[src/rtl/mem_read_arbiter.sv]
// Round-robin read arbiter sharing one synchronous-read memory port among NUM_REQ requesters.
// Responses are buffered in a small FIFO; grants are credit-limited so the FIFO cannot overflow.
module mem_read_arbiter #(
    parameter int NUM_REQ    = 4,
    parameter int ADDR_WIDTH = 12,
    parameter int DATA_WIDTH = 32,
    parameter int RSP_DEPTH  = 2,
    localparam int ID_W      = (NUM_REQ > 1) ? $clog2(NUM_REQ) : 1
) (
    input  logic                          clk,
    input  logic                          rst,
    input  logic [NUM_REQ-1:0]            req_valid,
    input  logic [NUM_REQ*ADDR_WIDTH-1:0] req_addr,
    output logic [NUM_REQ-1:0]            req_ready,
    output logic [ADDR_WIDTH-1:0]         mem_addr,
    input  logic [DATA_WIDTH-1:0]         mem_data,
    output logic                          rsp_valid,
    input  logic                          rsp_ready,
    output logic [ID_W-1:0]               rsp_id,
    output logic [DATA_WIDTH-1:0]         rsp_data
);
    localparam int PTR_W = (RSP_DEPTH > 1) ? $clog2(RSP_DEPTH) : 1;
    localparam int CNT_W = $clog2(RSP_DEPTH + 1);

    typedef struct packed {
        logic [ID_W-1:0]       id;
        logic [DATA_WIDTH-1:0] data;
    } rsp_entry_t;

    logic [ID_W-1:0]       ptr;
    logic                  s1_valid;
    logic [ID_W-1:0]       s1_id;
    logic [ADDR_WIDTH-1:0] last_addr;

    rsp_entry_t            fifo_mem [RSP_DEPTH];
    logic [PTR_W-1:0]      wr_ptr;
    logic [PTR_W-1:0]      rd_ptr;
    logic [CNT_W-1:0]      fifo_count;

    logic                  pop;
    logic                  push;
    logic                  can_issue;
    logic                  grant;
    logic [ID_W-1:0]       winner;
    logic [ADDR_WIDTH-1:0] winner_addr;
    rsp_entry_t            head;

    function automatic logic [PTR_W-1:0] fifo_inc(input logic [PTR_W-1:0] p);
        return (int'(p) == RSP_DEPTH - 1) ? '0 : p + PTR_W'(1);
    endfunction

    function automatic logic [ID_W-1:0] req_inc(input logic [ID_W-1:0] p);
        return (int'(p) == NUM_REQ - 1) ? '0 : p + ID_W'(1);
    endfunction

    assign pop  = rsp_valid && rsp_ready;
    assign push = s1_valid;

    // A credit freed by this cycle's pop may be spent by this cycle's grant.
    assign can_issue = (int'(fifo_count) + int'(s1_valid) - int'(pop)) < RSP_DEPTH;

    // NOTE: every variable gets a default at the top of an always_comb, so no path leaves it unassigned (no latch).
    always_comb begin
        int idx;
        idx         = 0;
        grant       = 1'b0;
        winner      = '0;
        winner_addr = '0;
        for (int k = 0; k < NUM_REQ; k++) begin
            idx = int'(ptr) + k;
            if (idx >= NUM_REQ) idx = idx - NUM_REQ;
            if (can_issue && !grant && req_valid[idx]) begin
                grant       = 1'b1;
                winner      = ID_W'(idx);
                winner_addr = req_addr[idx*ADDR_WIDTH +: ADDR_WIDTH];
            end
        end
    end

    always_comb begin
        req_ready = '0;
        if (grant) req_ready[winner] = 1'b1;
    end

    assign mem_addr = grant ? winner_addr : last_addr;

    // NOTE: sequential state uses non-blocking assignments so every register samples pre-edge values.
    always_ff @(posedge clk) begin
        if (rst) begin
            ptr        <= '0;
            s1_valid   <= 1'b0;
            s1_id      <= '0;
            last_addr  <= '0;
            wr_ptr     <= '0;
            rd_ptr     <= '0;
            fifo_count <= '0;
        end else begin
            s1_valid <= grant;
            if (grant) begin
                s1_id     <= winner;
                last_addr <= winner_addr;
                ptr       <= req_inc(winner);
            end
            if (push) wr_ptr <= fifo_inc(wr_ptr);
            if (pop)  rd_ptr <= fifo_inc(rd_ptr);
            fifo_count <= fifo_count + CNT_W'(push) - CNT_W'(pop);
        end
    end

    // NOTE: FIFO storage has no reset; fifo_count alone decides what is valid, and outputs are masked when empty.
    always_ff @(posedge clk) begin
        if (push) fifo_mem[wr_ptr] <= '{id: s1_id, data: mem_data};
    end

    assign head      = fifo_mem[rd_ptr];
    assign rsp_valid = (fifo_count != '0);
    assign rsp_id    = rsp_valid ? head.id   : '0;
    assign rsp_data  = rsp_valid ? head.data : '0;

endmodule

[config.mk]
export PLATFORM = sky130hd
export DESIGN_NAME = mem_read_arbiter
export DESIGN_NICKNAME = d
export VERILOG_FILES = /design/src/rtl/mem_read_arbiter.sv
export SDC_FILE = /design/constraint.sdc
export NUM_CORES = 1
export LEC_CHECK = 0
export ABC_CLOCK_PERIOD_IN_PS = 5390
export BUFFER_PORTS_ARGS = -buffer_cell sky130_fd_sc_hd__buf_2
export CORE_MARGIN = 2
export CORE_UTILIZATION = 40
export DETAILED_ROUTE_END_ITERATION = 7
export GPL_TIMING_DRIVEN = 0
export HOLD_SLACK_MARGIN = 0.03
export MAX_ROUTING_LAYER = met4
export PLACE_DENSITY = 0.64
export SKIP_CTS_REPAIR_TIMING = 1
export SLEW_MARGIN = 20
export SYNTH_ARGS = -nofsm -noshare
export SYNTH_HDL_FRONTEND = slang
export SYNTH_SLANG_ARGS = --single-unit
[constraint.sdc]
create_clock -name clk -period 5.39 [get_ports clk]
set_input_delay 1.078 -clock clk [delete_from_list [all_inputs] [get_ports clk]]
set_output_delay 1.078 -clock clk [all_outputs]
set_load 0.05 [all_outputs]
==> metrics.yaml <==
status:
  status: "finished clean"
worst_setup_path:
  crit_type: "flip-flop to output port"
  path_max_fanout: 12
  arrival_ns: 4.29
  cp.required_ns: 4.31
  cp-end-kind: "output port"
  critPathLaunchType: "flip-flop"
placed_design:
  port_buffers: 132
  place_hpwl_um: 32300
  routabilityCongestion: 1.08
drt:
  ant_nets: 0
  drt_iter0_markers: 1227
  wl_um: 43900
  dr.pass1.iters: 5
  vias_per_cell: 6.83
  wire_per_inst_um: 32.1
  remaining_drc_errors: 0
  vias: 9347
grt:
  grt_use_total_pct: 39.7
  grt_pass1_vias: 8791
  grt_max_degree: 30
  antenna_found_initial: 1
  grt_overflow: 0
  grt_pass1_wl_um: 61500
synth:
  synth_common_cells: "mux2i_1, nor2_1, nand2_1"
  synth_area_per_cell_um2: 9.17
  synth.distinct_cells: 73
  yosys.area.top_type: "edfxtp_1"
  synthTopCellsByArea: "edfxtp_1, mux2i_1, mux4_2, dfxtp_1, nor2_1"
  synthFlopType: "edfxtp_1"
  synth.net_count: 1031
  ys_ff_latch: 90
  synthArstFlopShare_pct: 0
  yosysMostFrequentCell: "mux2i_1"
  netlist.area_leader.share_pct: 24.0
  synth_area_um2: 8510
  synth_warnings: 0
  seq_area_frac_synth_pct: 29.2
  synth-edff-count: 68
  synthCells: 928
clock_tree:
  cts_tree: "yes"
  cts_max_path_buffers: 2
  htree_levels: 3
  clk_pin_slew_ns: 0.07
  clock_latency_ns: 0.35
  root_buffer: "clkbuf_16"
  clock-sinks: 90
  numCtsBuffers: 9
floorplan:
  rows: 53
  ioPinCount: 138
  fp.dieArea_um2: 22500
  dieHeight_um: 150
  start_util_pct: 40.6
  fp.dieW_um: 150
  coreArea_um2: 21000
power:
  cellPowerDensity_nw_per_um2: 744
  max-vdd-ir-drop_mv: 0.389
  power.total_mw: 7.91
  p_leak_nw: 4.00
timing:
  fin_crit_ns: 5.37
  hold_violations: 0
  slew_headroom_pct: 27.5
  fin_crit_sh_pct: 99.6
  tightest_slew_ns: 1.09
  fmax_mhz: 186
  setup_violations: 0
  drv_slew: 0
  finClkSkew_ns: 0.0121
cells_and_area:
  area_growth_pct: 24.9
  fin_util_pct: 50.7
  drive_gt1_share_pct: 33.5
  fin_nets: 1191
run:
  max_cap_viol_count: 0
hold_path:
  hold_class: "flip-flop to flip-flop"
==> state kept, by name (all words and copies together), names as in the netlist, named ones only <==
name and flops:
s1_id 2, push 1, fifo_count 2, last_addr 12
ptr 2, wr_ptr 1, rd_ptr 1, fifo_mem 68
==> path summary, 6_finish.rpt <==
check	from	endpoint	slack [ns]	cells past startpoint
setup / recovery	ptr[0]	mem_addr[10]	0.02	18
hold / removal	s1_id[1]	fifo_mem[0][33]	0.46	0
setup reg to reg	ptr[0]	ptr[1]	1.51	19
hold reg to reg	s1_id[1]	fifo_mem[0][33]	0.46	0
==> stage by stage <==
step           hold WS [ns]  TNS [ns]  setup WS [ns]  instance area [um2]  cells
6_report              0.462         0         0.0192                10600   1369
5_1_grt               0.470   -0.0485        -0.0283                10600   1369
4_1_cts               0.458    -33.74          -2.35                 9880   1353
3_5_place_dp          0.441    -26.54          -1.93                 9590   1337
3_3_place_gp          0.431    -28.24          -2.04                 9530   1335
2_1_floorplan         0.425         0         0.0647                 8520    928
==> placed cells by master (no fill, tap or decap), drive strengths merged, types with 5 or more instances in the layout <==
cell type    n
nor2b       17
ha          15
o31ai       10
inv         16
nand2b      23
o21ai       30
o22ai       12
dfxtp       22
a32oi        7
buf        196
nand2       83
mux2        25
nor2       103
nor4         9
a211oi      17
o211ai      13
a21oi       43
and3         9
edfxtp      68
a311oi       9
and2        12
clkbuf      42
nand3       26
a211o        8
a22oi       10
a2111oi      5
mux2i      114
nand3b       6
a31oi       14
mux4        32
nor3        20
==> layout make-up <==
class	instances	area, um2
Inverter	16	72.6
Timing Repair Buffer	151	883
Sequential cell	90	2490
Multi-Input combinational cell	744	5980
Tap cell	275	344
Buffer	76	571
Antenna cell	1	2.50
Fill cell	2068	10300
Clock buffer	11	233
Clock inverter	5	63.8
==> metal layers <==
metal | track usage [%] | up-vias | share of wire [%]
li1 | - | 3874 | -
met1 | 51.2 | 4551 | 40
met2 | 55.2 | 761 | 42
met3 | 13.0 | 161 | 13
met4 | 20.4 | 0 | 4.8
met5 | - | - | 0
==> critical path, stage by stage, from the launching register on <==
cell        delay [ns]
dfxtp_4           0.37
buf_12            0.15
clkinvlp_4        0.12
buf_12            0.17
buf_6             0.18
buf_8             0.18
ha_1              0.30
clkbuf_4          0.20
inv_6             0.13
buf_6             0.18
nor3_1            0.06
ha_1              0.41
a21o_4            0.27
nor2_4            0.19
nand3b_1          0.17
a21oi_2           0.26
a2111oi_4         0.09
a31oi_4           0.28
buf_6             0.21
==> cell families after synthesis <==
logic type,share of synthesized area [%]
DFF,29.2
and+or+nand+nor,18.4
buffers and inverters,5.70
adders and majority gates,2.44
xor gates and xnor gates,0.514
muxes,25.2
other,0.0441
AOI/OAI and AO/OA,18.6
==> report_power, final <==
part | internal (mW) | switching (mW) | leakage, nW
sequential | 0.931 | 0.0572 | 0.809
clock | 0.364 | 0.272 | 0.141
combinational | 2.10 | 4.18 | 3.05
Power figures use the tool's default switching activity.
